### src/rtl/fifo_pkg.sv
// Shared constants and helpers for the FIFO family.
// Width/depth defaults and the pointer-width rule are reused by future variants.
package fifo_pkg;

  localparam int DEFAULT_DATA_WIDTH    = 8;
  localparam int DEFAULT_ADDRESS_WIDTH = 4;

  // One extra pointer bit separates the full and empty cases when the low bits match.
  function automatic int ptr_width(input int address_width);
    return address_width + 1;
  endfunction

endpackage

### src/rtl/fifo_ram.sv
// Simple dual-port storage: one write port and one registered read port.
// There is no reset, so the array maps onto block RAM.
module fifo_ram
  import fifo_pkg::*;
#(
  parameter int DATA_WIDTH    = DEFAULT_DATA_WIDTH,
  parameter int ADDRESS_WIDTH = DEFAULT_ADDRESS_WIDTH
) (
  input  logic                     clk,
  input  logic                     wr_en,
  input  logic [ADDRESS_WIDTH-1:0] wr_addr,
  input  logic [DATA_WIDTH-1:0]    wr_data,
  input  logic                     rd_en,
  input  logic [ADDRESS_WIDTH-1:0] rd_addr,
  output logic [DATA_WIDTH-1:0]    rd_data
);

  localparam int DEPTH = 1 << ADDRESS_WIDTH;

  logic [DATA_WIDTH-1:0] mem_reg [DEPTH];
  logic [DATA_WIDTH-1:0] rd_data_reg;

  always_ff @(posedge clk) begin
    if (wr_en) begin
      mem_reg[wr_addr] <= wr_data;
    end
  end

  // The read register holds its value between reads.
  always_ff @(posedge clk) begin
    if (rd_en) begin
      rd_data_reg <= mem_reg[rd_addr];
    end
  end

  assign rd_data = rd_data_reg;

endmodule

### src/rtl/sync_fifo.sv
// Single-clock FIFO control: pointers, occupancy, status flags and sticky errors.
// Storage lives in fifo_ram; data_out is masked to zero until the first pop after reset.
module sync_fifo
  import fifo_pkg::*;
#(
  parameter int DATA_WIDTH      = DEFAULT_DATA_WIDTH,
  parameter int ADDRESS_WIDTH   = DEFAULT_ADDRESS_WIDTH,
  parameter int ALMOST_FULL_TH  = (1 << ADDRESS_WIDTH) - 2,
  parameter int ALMOST_EMPTY_TH = 2
) (
  input  logic                     clk,
  input  logic                     rst_n,
  input  logic [DATA_WIDTH-1:0]    data_in,
  input  logic                     wr_en,
  input  logic                     rd_en,
  input  logic                     err_clr,
  output logic [DATA_WIDTH-1:0]    data_out,
  output logic                     rd_valid,
  output logic                     fifo_full,
  output logic                     fifo_empty,
  output logic                     almost_full,
  output logic                     almost_empty,
  output logic [ADDRESS_WIDTH:0]   count,
  output logic                     overflow,
  output logic                     underflow
);

  localparam int DEPTH = 1 << ADDRESS_WIDTH;
  localparam int PW    = ptr_width(ADDRESS_WIDTH);
  localparam logic [PW-1:0] AF_TH = PW'(ALMOST_FULL_TH);
  localparam logic [PW-1:0] AE_TH = PW'(ALMOST_EMPTY_TH);

  generate
    if (ADDRESS_WIDTH < 1) begin : g_bad_aw
      $error("sync_fifo: ADDRESS_WIDTH must be at least 1");
    end
    if (!((ALMOST_EMPTY_TH < ALMOST_FULL_TH) && (ALMOST_FULL_TH <= DEPTH))) begin : g_bad_th
      $error("sync_fifo: thresholds must satisfy ALMOST_EMPTY_TH < ALMOST_FULL_TH <= DEPTH");
    end
  endgenerate

  logic [PW-1:0] wr_ptr_reg, wr_ptr_next;
  logic [PW-1:0] rd_ptr_reg, rd_ptr_next;
  logic [PW-1:0] count_reg;
  logic          overflow_reg, overflow_next;
  logic          underflow_reg, underflow_next;
  logic          rd_valid_reg;
  logic          dout_loaded_reg;
  logic          full_flag, empty_flag;
  logic          push_ok, pop_ok;
  logic [DATA_WIDTH-1:0] ram_rdata;

  // Flags come only from registered pointers, never from wr_en/rd_en.
  assign empty_flag = (wr_ptr_reg == rd_ptr_reg);
  assign full_flag  = (wr_ptr_reg[PW-1] != rd_ptr_reg[PW-1]) &&
                      (wr_ptr_reg[PW-2:0] == rd_ptr_reg[PW-2:0]);

  assign push_ok = wr_en && !full_flag;
  assign pop_ok  = rd_en && !empty_flag;

  always_comb begin
    wr_ptr_next    = wr_ptr_reg;
    rd_ptr_next    = rd_ptr_reg;
    overflow_next  = overflow_reg && !err_clr;
    underflow_next = underflow_reg && !err_clr;
    if (push_ok) begin
      wr_ptr_next = wr_ptr_reg + 1'b1;
    end
    if (pop_ok) begin
      rd_ptr_next = rd_ptr_reg + 1'b1;
    end
    // A fresh error outranks a clear in the same cycle.
    if (wr_en && full_flag) begin
      overflow_next = 1'b1;
    end
    if (rd_en && empty_flag) begin
      underflow_next = 1'b1;
    end
  end

  always_ff @(posedge clk or negedge rst_n) begin
    if (!rst_n) begin
      wr_ptr_reg      <= '0;
      rd_ptr_reg      <= '0;
      count_reg       <= '0;
      overflow_reg    <= 1'b0;
      underflow_reg   <= 1'b0;
      rd_valid_reg    <= 1'b0;
      dout_loaded_reg <= 1'b0;
    end else begin
      wr_ptr_reg    <= wr_ptr_next;
      rd_ptr_reg    <= rd_ptr_next;
      count_reg     <= wr_ptr_next - rd_ptr_next;
      overflow_reg  <= overflow_next;
      underflow_reg <= underflow_next;
      rd_valid_reg  <= pop_ok;
      if (pop_ok) begin
        dout_loaded_reg <= 1'b1;
      end
    end
  end

  fifo_ram #(
    .DATA_WIDTH    (DATA_WIDTH),
    .ADDRESS_WIDTH (ADDRESS_WIDTH)
  ) u_ram (
    .clk     (clk),
    .wr_en   (push_ok),
    .wr_addr (wr_ptr_reg[PW-2:0]),
    .wr_data (data_in),
    .rd_en   (pop_ok),
    .rd_addr (rd_ptr_reg[PW-2:0]),
    .rd_data (ram_rdata)
  );

  // The RAM read register has no reset, so hide its stale value until a pop reloads it.
  assign data_out     = dout_loaded_reg ? ram_rdata : '0;
  assign rd_valid     = rd_valid_reg;
  assign fifo_full    = full_flag;
  assign fifo_empty   = empty_flag;
  assign almost_full  = (count_reg >= AF_TH);
  assign almost_empty = (count_reg <= AE_TH);
  assign count        = count_reg;
  assign overflow     = overflow_reg;
  assign underflow    = underflow_reg;

endmodule

### config.mk
export PLATFORM = sky130hd
export DESIGN_NAME = sync_fifo
export DESIGN_NICKNAME = d
export VERILOG_FILES = /design/src/rtl/fifo_pkg.sv /design/src/rtl/fifo_ram.sv /design/src/rtl/sync_fifo.sv
export SDC_FILE = /design/constraint.sdc
export NUM_CORES = 1
export LEC_CHECK = 0
export BUFFER_PORTS_ARGS = -buffer_cell sky130_fd_sc_hd__buf_2
export CAP_MARGIN = 20
export CELL_PAD_IN_SITES_DETAIL_PLACEMENT = 1
export CELL_PAD_IN_SITES_GLOBAL_PLACEMENT = 1
export CORE_MARGIN = 10
export CORE_UTILIZATION = 27
export DETAILED_ROUTE_END_ITERATION = 6
export GPL_TIMING_DRIVEN = 0
export PLACE_DENSITY = 0.47
export SLEW_MARGIN = 25
export SYNTH_ARGS = -nofsm -noshare
export SYNTH_HDL_FRONTEND = slang
export SYNTH_HIERARCHICAL = 1
export SYNTH_SLANG_ARGS = --single-unit
### constraint.sdc
create_clock -name clk -period 2.5 [get_ports clk]
set_input_delay 0.25 -clock clk [delete_from_list [all_inputs] [get_ports clk]]
set_output_delay 0.25 -clock clk [all_outputs]
set_load 0.01 [all_outputs]
== Word-level counts from Yosys, hierarchy flattened ==
Memory sizes are Yosys's and may differ from the RTL's. A register that Yosys moved wholly into a read port is not among the register bits.
Index checks and enable logic that the tools add are counted.
Cells by class
  add/subtract/negate cells: 3
  order comparisons: 2
  reductions and logical operators: 10
  mux-type cells: 7
  equality and inequality tests: 3
Operators with widths (count)
  $add A5 B1 Y5 const B: 2
  $mux W5: 2
  $mux W8: 1
  $logic_and A1 B1 Y1: 7
  $eq A5 B5 Y1: 1
  $ge A5 B4 Y1 const B: 1
  $le A5 B2 Y1 const B: 1
  $sub A5 B5 Y5: 1
  $eq A4 B4 Y1: 1
  $mux W1: 4
  $logic_not A1 Y1: 3
  $ne A1 B1 Y1: 1
Word-level totals
  bits in writable memories: 128
  memories: 1
  flip-flop bits (word level): 19
  word-level logic and storage cells: 33
  output and inout bits: 20
  bits of input ports: 13
Memory list
  u_ram.mem_reg: depth 16, bits a word 8, read ports 1, clocked after Yosys merged registers in 1, wr ports 1, line fifo_ram.sv:20  | logic [DATA_WIDTH-1:0] mem_reg [DEPTH];

== Logic depth before layout (Yosys ltp) ==
  word-level depth: 6
  gate-level depth with buffers: 12
  mapped depth without buffers: 10

== Modules after synthesis ==
Netlist, hierarchy kept.
By module, submodules not included
  fifo_ram: cells an instance 229, sequential area each 4083.9 µm², area each 5227.5 µm², times used 1
  sync_fifo: cells an instance 100, sequential area each 475.5 µm², area each 1101.1 µm², times used 1

== Least setup slack after synthesis ==
OpenSTA, ideal clock, no wires.
  path type: register -> register
  start: reg rd_ptr_reg[4]
  end: mem u_ram/mem_reg[0][0] (netlist bit), enable pin
  buffers on the path: 0
  library setup time: 383 ps
  data required time: 2117 ps
  arrival: 2209 ps
  period minus slack after synthesis: 2592 ps
  cell stages (with the launch flop): 6
  setup slack: -92 ps
  path through: dfrtp_1 -> xnor2_4 -> inv_1 -> a21boi_2 -> or3b_2 -> nor3_1
On the way
  word-level cells in the longest chain between the ends: 6
RTL lines
  start: declaration: line sync_fifo.sv:43  | logic [PW-1:0] rd_ptr_reg, rd_ptr_next;
  start signal: assignment: line sync_fifo.sv:92  | rd_ptr_reg <= rd_ptr_next;
  $ne A1 B1 Y1: line sync_fifo.sv:55  | assign full_flag = (wr_ptr_reg[PW-1] != rd_ptr_reg[PW-1]) &&
  $logic_and A1 B1 Y1: line sync_fifo.sv:55
  $logic_not A1 Y1: line sync_fifo.sv:58  | assign push_ok = wr_en && !full_flag;
  $logic_and A1 B1 Y1: line sync_fifo.sv:58
  net push_ok: line sync_fifo.sv:50  | logic push_ok, pop_ok;
  $mux W1: line fifo_ram.sv:24  | if (wr_en) begin
  $mux W1 (implied by the code): line fifo_ram.sv:25  | mem_reg[wr_addr] <= wr_data;
  end: declaration: line fifo_ram.sv:20
The timed path passes the listed nets, and every way through them passes these cells.

== Worst setup path after layout ==
  start: reg rd_ptr_reg[0]
  end: reg count_reg[4], in the netlist count[4]
On the way
  elaborated cells between the ends (all ways): 11
  classes of those cells: add/sub (2); eq/ne (2); mux (2); reduce/logical (5)
RTL lines
  $eq A5 B5 Y1: line sync_fifo.sv:54  | assign empty_flag = (wr_ptr_reg == rd_ptr_reg);
  $logic_not A1 Y1: line sync_fifo.sv:59  | assign pop_ok = rd_en && !empty_flag;
  $logic_and A1 B1 Y1: line sync_fifo.sv:59
  net pop_ok: line sync_fifo.sv:50
  $mux W5: line sync_fifo.sv:69  | if (pop_ok) begin
  net rd_ptr_next[0]: line sync_fifo.sv:43
  $sub A5 B5 Y5: line sync_fifo.sv:93  | count_reg <= wr_ptr_next - rd_ptr_next;
  end signal: assignment: line sync_fifo.sv:93
  end: declaration: line sync_fifo.sv:44  | logic [PW-1:0] count_reg;
The timed path passes the listed nets, and every way through them passes these cells.
A chain may end at the register's enable or synchronous reset.

==> summary.txt <==
Detailed routing
  • Vias after detailed routing: 3333
  • Vias per cell: 4.53
  • Total Wirelength: 15.3 mm
  • Starting DRT DRC Count: 248
  • DR DRC count: 0
  • DRT Pass-1 Iters: 4
  • Detail Route Antenna Nets: 0
  • Mean routed wirelength per cell: approximately 21 um

Worst setup path
  • Top Family by Delay on Critical Path: adder cells
  • Slowest cell on crit path: dfrtp_2
  • CP endpoint kind: flip-flop
  • CP max stage delay: 0.47 ns
  • CP cell instances: xor2_1 -> nor4_2 -> buf_4 -> buf_6 -> a21boi_4 -> xor2_2 -> ha_2 -> fa_2 -> inv_2 -> a21o_1 -> a21oi_2 -> xnor2_1
  • CP arrival: 2.81 ns
  • Critical Path Start Type: flip-flop
  • Setup Crit Path Kind: reg2reg
  • Crit path max fanout: 5
  • CP bufs+invs: 3
  • CP required: 2.80 ns

Outcome
  • Outcome: complete, but fails checks
  • Failing checks: setup timing

Placement
  • Placed cell areas: 0.00691 mm2
  • Placer Congestion: 0.741
  • Buffers on Ports: 32
  • Final HPWL DP: around 10 mm

GRT
  • Global route overflow: 0
  • Largest net degree at the start of global routing: 20
  • GRT Resource Usage Total: 0.104
  • Number of global-route vias before repair: ~3600
  • First-pass GRT wire length: 23.0 mm
  • Antenna violations before repair: 0

Power and ir drop
  • Pwr/cell area: about 1300 mW/mm2
  • Net Sw Power: 3.39 mW
  • Gate power share: 0.373
  • Switching Share: 0.334
  • Leakage power: 2.78 nW
  • Worst vdd ir: 0.375 mV
  • Reg power frac: 0.348
  • Clock share of power: 0.279
  • Int Pwr: 6.76 mW

Timing
  • Slew Viols, Final: 0
  • Tmin final: 2.51 ns
  • Final hold vios: 0
  • Final setup viols: 1
  • Setup WS post-layout: -0.00620 ns
  • Slew @ Worst Pin: 0.702 ns
  • Hold_ws: 0.0801 ns
  • Slew Limit Headroom: 0.531
  • Final worst-path cycle share: 1.00
  • Max Freq: between 0.3 and 0.4 GHz
  • RSZ-0062 raised after global routing: true
  • Clk_skew: ~0.019 ns

Yosys
  • Most frequent cell after synthesis: edfxtp_1
  • Post-Synth XOR/XNOR Area: 0.0265
  • Synth Warn #: 6
  • Post-synthesis sequential area ratio: 0.720
  • Mapped Nets: 349
  • Number of distinct library cells after synthesis: between 40 and 50
  • Cells after Synth: 329
  • Multiplexer share of the synthesized area: 0.126
  • Synthesized area per cell: 19.2 um2
  • Synth Flop Type: edfxtp_1
  • Synthesized area: 0.00633 mm2
  • Async SR Flop Fraction: 0.123
  • Most frequent cells after synthesis: 136 x edfxtp_1, 19 x dfrtp_1, 18 x mux4_2
  • Synth top area share: 0.645
  • Compound-gate portion of the synthesized area: 0.0388
  • Largest family of logic cells by synthesized area: multiplexers
  • Synth Area in Adders: 0.0150
  • Main area contributors after synthesis: edfxtp_1 65%, dfrtp_1 7.5%, mux4_2 6.4%
  • Simple-gate share of the synthesized area: 0.0500
  • Flip-flop and latch count after synthesis: 155
  • Post-synth EDFFs: 136
  • Area leader, netlist: edfxtp_1

CTS
  • Worst skew pair latency: between 0.4 and 0.5 ns
  • CTS tree: built
  • H-tree levels: 4
  • Inserted Clock Buffers: 17
  • Reg clk slew, reported paths: ~0.060 ns
  • Root Driver: clkbuf_16
  • CTS Buffer Depth: 2
  • CTS sink count: 155

Layout
  • Layout cells sized above 1: 0.391
  • Final Cell Area: 0.00794 mm2
  • Largest register FFs: 128
  • Nets: 429
  • Layout area overhead: 25.4%
  • Antenna cell count: 0

Die
  • Initial core utilization: 0.277
  • Die Y: 173 um
  • Site Rows: 55
  • I/O pins: 33
  • Die area: 0.0300 mm2
  • Core area: 0.0228 mm2
  • Die X: 173 um

Worst hold path
  • Min-delay worst type: in2reg

Job
  • Max cap viols: 0
what timing repair did:
action | 4_1_cts | 5_1_grt
pin swaps | 15 | 7
setup endpoints to repair | 132 | 83
gates resized for setup | 32 | 6
endpoints found under the hold margin | 20 | 0
hold buffers | 2 | 0
buffers inserted | 17 | 10
area by class of cell:
type	instances	area (um2)
Timing Repair Buffer	61	412
Sequential cell	155	4570
Multi-Input combinational cell	151	1770
Clock inverter	15	223
Clock buffer	17	425
Tap cell	313	392
Fill cell	2310	14900
Inverter	11	41.3
Buffer	12	109
metal layers:
| layer | GRT usage | vias to the layer above | wire length (um) |
|---|---|---|---|
| li1 | - | 1474 | - |
| met1 | 0.132 | 1762 | 6960 |
| met2 | 0.167 | 81 | 7410 |
| met3 | 0.0279 | 16 | 621 |
| met4 | 0.0406 | 0 | 301 |
| met5 | 0 | - | 0 |
through the flow:
step	cells	setup slack [ns]	utilization	TNS [ns]	total power, mW
after CTS	725	-0.0908	0.343	-1.39	10.1
after global placement	674	-0.610	0.302	-41.70	6.82
after global routing	735	-0.121	0.347	-0.121	10.7
after detailed placement	674	-0.536	0.302	-39.04	6.88
final	735	-0.00620	0.347	-0.00620	10.2
after floorplan	329	0.00200	-	0	5.74
power groups by stage:
| stage | sequential (mW) | clock [mW] | combinational, mW |
|---|---|---|---|
| 2_1_floorplan | 3.61 | 0 | 2.13 |
| 3_3_place_gp | 3.67 | 0 | 3.14 |
| 3_5_place_dp | 3.71 | 0 | 3.17 |
| 4_1_cts | 3.57 | 2.91 | 3.65 |
| 5_1_grt | 3.57 | 3.01 | 4.14 |
| 6_report | 3.53 | 2.83 | 3.79 |
tightest hold or removal path: stages:
cell and delay [ns]:
buf_2 0.11, nand2_1 0.05, o21ai_0 0.06
cells in the final DEF, fill, tap and decap left out, drive strengths merged, types with 7 or more instances in the layout:
cell type / netlist / routed
xor2: 7 / 7
nor2: 15 / 15
xnor2: 10 / 10
clkbuf: 0 / 17
mux4: 32 / 32
dfrtp: 19 / 19
nand2: 16 / 16
edfxtp: 136 / 136
inv: 11 / 20
and2: 11 / 11
buf: 9 / 68
a22oi: 16 / 16
cell families (layout without fill, tap and decap cells):
| logic type | Yosys count | in the layout |
|---|---|---|
| AOI/OAI and AO/OA | 31 | 31 |
| buffers and inverters | 23 | 116 |
| xor gates and xnor gates | 17 | 17 |
| DFF | 155 | 155 |
| and+or+nand+nor | 62 | 62 |
| muxes | 34 | 34 |
| adders and majority gates | 7 | 7 |
worst paths after layout:
check / slack [ns] / from / depth (start not counted) / end
max: -0.006 / rd_ptr_reg[0]$_DFF_PN0_ / 12 / count[4]$_DFF_PN0_
max reg2reg: -0.006 / rd_ptr_reg[0]$_DFF_PN0_ / 12 / count[4]$_DFF_PN0_
min in group asynchronous: 0.31 / rst_n / 2 / rd_ptr_reg[2]$_DFF_PN0_
min: 0.08 / wr_en / 3 / overflow$_DFF_PN0_
min reg2reg: 0.52 / overflow$_DFF_PN0_ / 2 / overflow$_DFF_PN0_
max in group asynchronous: 1.84 / rst_n / 2 / wr_ptr_reg[3]$_DFF_PN0_
Power figures use the tool's default switching activity.
